==> config.mk <==
export PLATFORM = sky130hd
export DESIGN_NAME = alu_flag_unit
export DESIGN_NICKNAME = d
export VERILOG_FILES = /design/src/rtl/alu_flag_unit.sv
export SDC_FILE = /design/constraint.sdc
export NUM_CORES = 1
export LEC_CHECK = 0
export ABC_AREA = 0
export CORE_ASPECT_RATIO = 0.7
export CORE_UTILIZATION = 28
export DETAILED_ROUTE_END_ITERATION = 7
export PLACE_DENSITY = 0.78
export REMOVE_ABC_BUFFERS = 1
export SLEW_MARGIN = 20
export SYNTH_ARGS = -nofsm -noshare
export SYNTH_HDL_FRONTEND = slang
export SYNTH_SLANG_ARGS = --single-unit
==> constraint.sdc <==
create_clock -name clk -period 2.3 [get_ports clk]
set_input_delay 0.23 -clock clk [delete_from_list [all_inputs] [get_ports clk]]
set_output_delay 0.23 -clock clk [all_outputs]
set_load 0.02 [all_outputs]
==> src/rtl/alu_flag_unit.sv <==
// ---------------------------------------------------------------------------
// alu_flag_unit
//
// Registered NZCV flag unit sitting between the ALU and the control/branch
// unit. Derives N/Z/C/V from the ALU result and operands, holds them in a
// flag register that is written only on flag-setting instructions, evaluates
// 4-bit condition codes against the held flags and keeps a small LIFO of
// saved flags for interrupt entry/exit.
//
// Ports:
//   clk, rst_n    clock (rising edge), asynchronous active-low reset
//   s             set-flags enable for this cycle's result
//   arith         1: update NZCV, 0: update N,Z only (C,V hold)
//   sub           1: result = in1 - in2, 0: result = in1 + in2
//   in1, in2      ALU operands (in2 un-inverted)
//   result        ALU result, bit WIDTH is the adder carry-out
//   push, pop     save current flags / restore flags from stack top
//   err_clr       clear the sticky stack error
//   cond          condition code to evaluate
//   flags         registered {N,Z,C,V}
//   cond_pass     cond evaluated against flags (combinational)
//   depth         number of valid stack entries
//   stack_full    depth == STACK_DEPTH
//   stack_empty   depth == 0
//   stack_err     sticky overflow/underflow indicator
// ---------------------------------------------------------------------------
module alu_flag_unit #(
    parameter int WIDTH       = 32,
    parameter int STACK_DEPTH = 4
) (
    input  logic                             clk,
    input  logic                             rst_n,
    input  logic                             s,
    input  logic                             arith,
    input  logic                             sub,
    input  logic [WIDTH-1:0]                 in1,
    input  logic [WIDTH-1:0]                 in2,
    input  logic [WIDTH:0]                   result,
    input  logic                             push,
    input  logic                             pop,
    input  logic                             err_clr,
    input  logic [3:0]                       cond,
    output logic [3:0]                       flags,
    output logic                             cond_pass,
    output logic [$clog2(STACK_DEPTH+1)-1:0] depth,
    output logic                             stack_full,
    output logic                             stack_empty,
    output logic                             stack_err
);

    localparam int DW = $clog2(STACK_DEPTH + 1);
    localparam int IW = (STACK_DEPTH > 1) ? $clog2(STACK_DEPTH) : 1;
    localparam int M  = WIDTH - 1;

    logic [3:0]    flags_q, flags_d;
    logic [DW-1:0] depth_q, depth_d;
    logic          err_q, err_d;
    logic [3:0]    stack_q [STACK_DEPTH];

    logic [3:0]    calc_flags;
    logic          full, empty;
    logic          do_push, do_pop, err_event;
    logic [IW-1:0] wr_idx, rd_idx;
    logic          unused_bits;

    // Only the operand sign bits matter for overflow detection.
    assign unused_bits = ^{in1[WIDTH-2:0], in2[WIDTH-2:0]};

    // Flag computation: {N,Z,C,V}. For subtraction C is NOT-borrow, and the
    // overflow test compares signs against in2 un-inverted, hence the flip.
    always_comb begin
        calc_flags    = 4'b0000;
        calc_flags[3] = result[M];
        calc_flags[2] = (result[M:0] == '0);
        calc_flags[1] = result[WIDTH];
        if (sub) begin
            calc_flags[0] = (in1[M] != in2[M]) && (result[M] != in1[M]);
        end else begin
            calc_flags[0] = (in1[M] == in2[M]) && (result[M] != in1[M]);
        end
    end

    assign full   = (depth_q == DW'(STACK_DEPTH));
    assign empty  = (depth_q == '0);
    assign wr_idx = IW'(depth_q);
    assign rd_idx = IW'(depth_q - DW'(1));

    // A simultaneous push and pop cancel out: nothing moves, no error.
    assign do_push   = push && !pop && !full;
    assign do_pop    = pop && !push && !empty;
    assign err_event = (push && !pop && full) || (pop && !push && empty);

    always_comb begin
        flags_d = flags_q;
        depth_d = depth_q;
        err_d   = err_q;

        if (do_pop) begin
            // Restoring from the stack overrides any same-cycle flag set.
            flags_d = stack_q[rd_idx];
            depth_d = depth_q - DW'(1);
        end else if (s) begin
            if (arith) begin
                flags_d = calc_flags;
            end else begin
                flags_d = {calc_flags[3:2], flags_q[1:0]};
            end
        end

        if (do_push) begin
            depth_d = depth_q + DW'(1);
        end

        // A new error takes precedence over a coincident clear.
        if (err_event) begin
            err_d = 1'b1;
        end else if (err_clr) begin
            err_d = 1'b0;
        end
    end

    always_ff @(posedge clk or negedge rst_n) begin
        if (!rst_n) begin
            flags_q <= 4'b0000;
            depth_q <= '0;
            err_q   <= 1'b0;
        end else begin
            flags_q <= flags_d;
            depth_q <= depth_d;
            err_q   <= err_d;
        end
    end

    // Stack storage saves the pre-update flags; contents need no reset.
    always_ff @(posedge clk) begin
        if (do_push) begin
            stack_q[wr_idx] <= flags_q;
        end
    end

    // Condition evaluation against the held flags.
    always_comb begin
        logic n, z, c, v;
        n         = flags_q[3];
        z         = flags_q[2];
        c         = flags_q[1];
        v         = flags_q[0];
        cond_pass = 1'b1;
        case (cond)
            4'd0:    cond_pass = z;
            4'd1:    cond_pass = !z;
            4'd2:    cond_pass = c;
            4'd3:    cond_pass = !c;
            4'd4:    cond_pass = n;
            4'd5:    cond_pass = !n;
            4'd6:    cond_pass = v;
            4'd7:    cond_pass = !v;
            4'd8:    cond_pass = c && !z;
            4'd9:    cond_pass = !c || z;
            4'd10:   cond_pass = (n == v);
            4'd11:   cond_pass = (n != v);
            4'd12:   cond_pass = !z && (n == v);
            4'd13:   cond_pass = z || (n != v);
            default: cond_pass = 1'b1;
        endcase
    end

    assign flags       = flags_q;
    assign depth       = depth_q;
    assign stack_full  = full;
    assign stack_empty = empty;
    assign stack_err   = err_q;

endmodule
==> flow_summary.ini, run 1 <==
[route]
routed_wl_um = 3018
drtIter0Drc = 48
final_antenna_net_count = 0
wl_per_cell_um = 13.06
drc_errors = 0
routed_via_density = 4.671
vias = 1079
first_pass_iters = 4

[worst_setup_path]
required_ps = 2070
worst-path-buf-inv = 1
critPathCaptureType = primary output
slowest_delay_ps = 500
crit_type = reg2out
crit_path_start_kind = register
crit_family = flip-flops
cp_slowest_cell = dfrtp_1
worst_ep_arrival_time_ps = 1930
crit_chain = xor2_2, xor2_1, o221ai_1, a221o_1, dlygate4sd2_1
worstPathMaxFanout = 5

[sta]
fmax_mhz = 462.5
maxSlewViolCount = 0
period_share_pct = 94.00
hold_viol_final = 0
period_needed_ps = 2162
skew_ps = 3.147
rsz0062_at_grt = false
maxSlewHeadroom_pct = 73.58
setup-violations-final = 0
worstMarginPinSlew_ps = 395.0

[global_routing]
grt_max_degree = 15
gr-total-overflow = 0
grt_pass1_vias = 1083
globalRouteTotalUtil_pct = 12.85
grt_pass1_wl_um = 4843
antenna_found_initial = 0

[clock_tree]
htree_levels = 1
clk_latency_ps = 260
cts_buffers = 3
holdBufCountCts = 0
cts_tree = yes
clock-sinks = 24
clk_pin_slew_worst_paths_ps = 80
clockRootBuffer = clkbuf_8
cts_buffer_depth = 2
cts_setup_buffers = 0
cts.repair.resized = 1

[synth]
yosys.area.top_type = edfxtp_1
ys_ff_latch = 24
netlist.area_leader.share_pct = 36.96
synth_commonest_cells = 16 x edfxtp_1, 8 x dfrtp_1, 8 x nand2_1, 7 x nor4_1
ys_seq_area_share_pct = 52.36
synth_cell_types = 28
synth_ff_type = edfxtp_1
synthCells = 108
syn_area_mm2 = 0.001300
synth.most_common_cell = edfxtp_1
synth_area_leaders = edfxtp_1 37%, dfrtp_1 15%, mux4_2 6.9%
async_reset_ff_share_pct = 33.33
syn_avg_cell_area_um2 = 12.04
synth_warnings = 0
synth_edf_count = 16

[floorplan]
row_count = 20
io_pins = 120
die-area_mm2 = 0.004924
die_x_um = 83.44
start_util_pct = 29.52
die_y_um = 59.01
core_mm2 = 0.004404

[flow_run]
drv_cap = 0

[status]
status = complete, no violations

[finish]
fill_cells = 421
diodes = 0
layout.nets = 292
final_cell_area_mm2 = 0.002063
drive_gt1_share_pct = 11.36
area_growth_pct = 58.71

[placement]
hpwl_um = 2515
globalplace.congestion = 0.7110
dpl-instance-area_mm2 = 0.001999
numPortBuffers = 57

[pwr]
worst_ir_drop_vdd_v = 0.0004021
leakagePower_nw = 0.7936
power.total_w = 0.001848
p_per_area_mw_per_mm2 = 895.9

[worst_hold_path]
hold_class = in2async
-- final timing paths --
kind	startpoint	to	slack, ps	cells past startpoint
hold reg to reg	depth[2]$_DFFE_PN0P_	depth[2]$_DFFE_PN0P_	550	1
setup / recovery	flags[0]$_DFFE_PN0P_	cond_pass	140	5
min in group clk	depth[2]$_DFFE_PN0P_	depth[2]$_DFFE_PN0P_	550	1
hold / removal	rst_n	depth[0]$_DFFE_PN0P_	250	1
setup reg to reg	depth[1]$_DFFE_PN0P_	depth[2]$_DFFE_PN0P_	340	8
max in group asynchronous	rst_n	flags[2]$_DFFE_PN0P_	1770	1
-- metal layers --
| layer | share of wire [%] | global-route usage, % | vias up |
|---|---|---|---|
| met5 | 0 | 0 | - |
| met4 | 0.56 | 4.358 | 0 |
| met3 | 10 | 4.318 | 2 |
| met2 | 42 | 20.26 | 46 |
| met1 | 47 | 16.92 | 488 |
| li1 | - | - | 543 |
-- worst register-to-register path: stages (launching register included) --
cell,delay (ps)
dfrtp_1,400
inv_1,100
ha_1,230
ha_1,220
nor3b_1,210
buf_4,180
and2_1,280
o31ai_1,120
a21oi_1,140
-- placed cells by master (no fill, tap or decap), types with 6 or more instances in the layout --
| cell type | synthesis | layout |
|---|---|---|
| clkdlybuf4s50_1 | 0 | 55 |
| edfxtp_1 | 16 | 16 |
| buf_4 | 0 | 9 |
| nand2_1 | 8 | 8 |
| dfrtp_1 | 8 | 8 |
| nor4_1 | 7 | 7 |
| inv_1 | 6 | 6 |
| mux2i_1 | 6 | 6 |
| ha_1 | 6 | 6 |
-- per-stage QoR --
| stage | setup TNS (ps) | utilization (%) | setup WS, ps | instances | hold slack [ps] |
|---|---|---|---|---|---|
| floorplan | -1289 | - | -215.2 | 106 | -65.59 |
| global placement | -141.9 | 45.40 | -141.9 | 227 | 501.8 |
| detailed placement | -157.0 | 45.40 | -157.0 | 227 | 547.5 |
| CTS | 0 | 46.62 | 58.84 | 231 | 266.5 |
| global route | 0 | 46.85 | 9.364 | 231 | 277.3 |
| finish | 0 | 46.85 | 138.0 | 231 | 248.8 |
-- power breakdown --
part | switching [W] | leakage [nW] | internal, W
clock | 0.000127 | 0.0288 | 0.000153
sequential | 0.0000948 | 0.244 | 0.000594
combinational | 0.000406 | 0.521 | 0.000473
total | 0.000628 | 0.794 | 0.00122
-- cells by family (layout without fill, tap and decap cells) --
logic type               Yosys count  after routing  share of synthesized area [%]
XOR/XNOR                           6              6                          4.042
multiplexers                      10             10                          11.55
AO/OA/AOI/OAI                     14             14                          6.545
AND/OR/NAND/NOR                   40             40                          17.42
adder cells (fa/ha/maj)            6              6                          5.775
buffers and inverters              8             76                          2.310
flip-flops                        24             24                          52.36
-- sequential cells by signal (all words and copies together) (netlist names) --
register,count
flags,4
depth,3
stack_q,16
stack_err,1
-- final cells by class --
class / instances / area, um2 / area share, %
inverters: 6 / 22.52 / 1.092
clock buffers: 4 / 55.05 / 2.668
repair buffers: 66 / 639.4 / 30.99
well taps: 55 / 68.82 / 3.335
multi-input cells: 76 / 596.8 / 28.93
flip-flops and latches: 24 / 680.7 / 32.99
(Power assumes the default switching activity.)
==> run 2, diff against run 1 <==
==> constraint.sdc (replaced) <==
create_clock -name clk -period 1.94 [get_ports clk]
set_input_delay 0.194 -clock clk [delete_from_list [all_inputs] [get_ports clk]]
set_output_delay 0.194 -clock clk [all_outputs]
set_load 0.02 [all_outputs]
==> flow_summary.ini, run 2 (same netlist as run 1, synthesis figures left out) <==
[route]
first_pass_iters = 4
final_antenna_net_count = 0
drtIter0Drc = 85
wl_per_cell_um = 14.18
routed_via_density = 4.820
vias = 1152
drc_errors = 0
routed_wl_um = 3388

[pwr]
clkPwrFrac_pct = 12.2
switchingPower_w = 0.0008041
seqPwrFrac_pct = 35.4
p_int_w = 0.001501
p_per_area_mw_per_mm2 = 1078
worst_ir_drop_vdd_v = 0.0004845
pwr-share-comb_pct = 52.5
p_sw_share_pct = 34.89
power.total_w = 0.002305
leakagePower_nw = 0.8327

[global_routing]
grt_pass1_wl_um = 5347
grt_max_degree = 15
antenna_found_initial = 0
grt_pass1_vias = 1127
globalRouteTotalUtil_pct = 14.27
gr-total-overflow = 0

[floorplan]
core_mm2 = 0.004404
die_x_um = 83.44
die-area_mm2 = 0.004924
start_util_pct = 29.52
io_pins = 120
row_count = 20
die_y_um = 59.01

[finish]
drive_gt1_share_pct = 18.48
top_register = stack_q
instances_no_fill = 239
area_growth_pct = 64.48
final_common_cell = clkdlybuf4s50_1
diodes = 0
layout.nets = 300
final_cell_area_mm2 = 0.002138
final_cell_mix = 53 x clkdlybuf4s50_1, 17 x buf_4, 16 x edfxtp_1
largest_reg_flops = 16

[clock_tree]
clock-sinks = 24
clockRootBuffer = clkbuf_8
cts_buffers = 3
holdBufCountCts = 0
cts_buffer_depth = 2
clk_pin_slew_worst_paths_ps = 80
htree_levels = 1
cts_tree = yes
clk_latency_ps = 260

[worst_setup_path]
reg2reg_from = depth[0]$_DFFE_PN0P_
crit_path_start_kind = register
crit_start = flags[3]$_DFFE_PN0P_
worst_ep_arrival_time_ps = 1780
r2r_slack_ps = 150
required_ps = 1750
crit_type = reg2out
worstPathMaxFanout = 5
critPathCaptureType = primary output

[placement]
hpwl_um = 2648
dpl-instance-area_mm2 = 0.002037
placed_cells = 232
globalplace.congestion = 0.7292
numPortBuffers = 57

[status]
status = finished with violations
violations = setup timing

[sta]
holdWs_ps = 224.5
period_needed_ps = 1975
maxSlewHeadroom_pct = 73.43
skew_ps = 2.274
worst_slack_ps = -34.76
rsz0062_at_grt = true
period_share_pct = 101.8
setup-violations-final = 1
worstMarginPinSlew_ps = 397.3
hold_viol_final = 0
fmax_mhz = 506.4
setup_tns_ps = -34.76
maxSlewViolCount = 0

[worst_hold_path]
hold_class = in2async

[flow_run]
drv_cap = 0
## run 2: cell count changes in the layout (fill, tap and decap cells not counted), moves of 2 or more
cell / delta
buf_4: +8
dfrtp_1: -2
dfrtp_2: +2
clkdlybuf4s50_1: -2
dlygate4sd2_1: +2
## run 2: critical path: stages (launching register included)
cell,delay [ps]
dfrtp_2,460
or2_2,300
a21oi_2,190
o21ai_2,70
a221o_1,370
buf_6,140
## run 2: final timing paths
path | end | depth (start not counted)
setup / recovery | cond_pass | 5
hold / removal | depth[1]$_DFFE_PN0P_ | 1
setup reg to reg | stack_q[2][1]$_DFFE_PP_ | 6
hold reg to reg | stack_q[1][3]$_DFFE_PP_ | 0
max in group asynchronous | flags[0]$_DFFE_PN0P_ | 1
min in group clk | stack_q[1][3]$_DFFE_PP_ | 0
## run 2: layout make-up
type	count	area, um2
Clock buffer	3	41.29
Timing Repair Buffer	74	695.7
Inverter	6	22.52
Sequential cell	24	683.2
Clock inverter	1	3.754
Multi-Input combinational cell	76	623.1
Tap cell	55	68.82
Fill cell	409	2266
## run 2: per-layer routing
layer  track usage [%]  share of wire, %  vias to the layer above
met1             19.30                45                      537
li1                  -                 -                      556
met5                 0                 0                        -
met2             22.48                43                       57
met4             1.695              0.68                        0
met3             5.850                11                        2
## run 2: repair_timing
| action | 4_1_cts | 5_1_grt |
|---|---|---|
| setup buffers | 2 | 1 |
| pin swaps | 2 | 6 |
| setup endpoints to repair | 3 | 6 |
| gates resized for setup | 12 | 7 |
| gates cloned | 0 | 0 |
## run 2: through the flow
step           worst slack, ps  util [%]
2_1_floorplan           -575.2         -
3_3_place_gp            -379.6     46.25
3_5_place_dp            -419.0     46.25
4_1_cts                 -9.654     47.84
5_1_grt                 -63.78     48.55
6_report                -34.76     48.55
## run 2: power groups by stage
stage | sequential, W | clock [W] | combinational, W
2_1_floorplan | 0.000926 | 0 | 0.000474
3_3_place_gp | 0.000815 | 0 | 0.00113
3_5_place_dp | 0.000818 | 0 | 0.00114
4_1_cts | 0.000809 | 0.000287 | 0.00119
5_1_grt | 0.000829 | 0.000309 | 0.00132
6_report | 0.000815 | 0.000280 | 0.00121
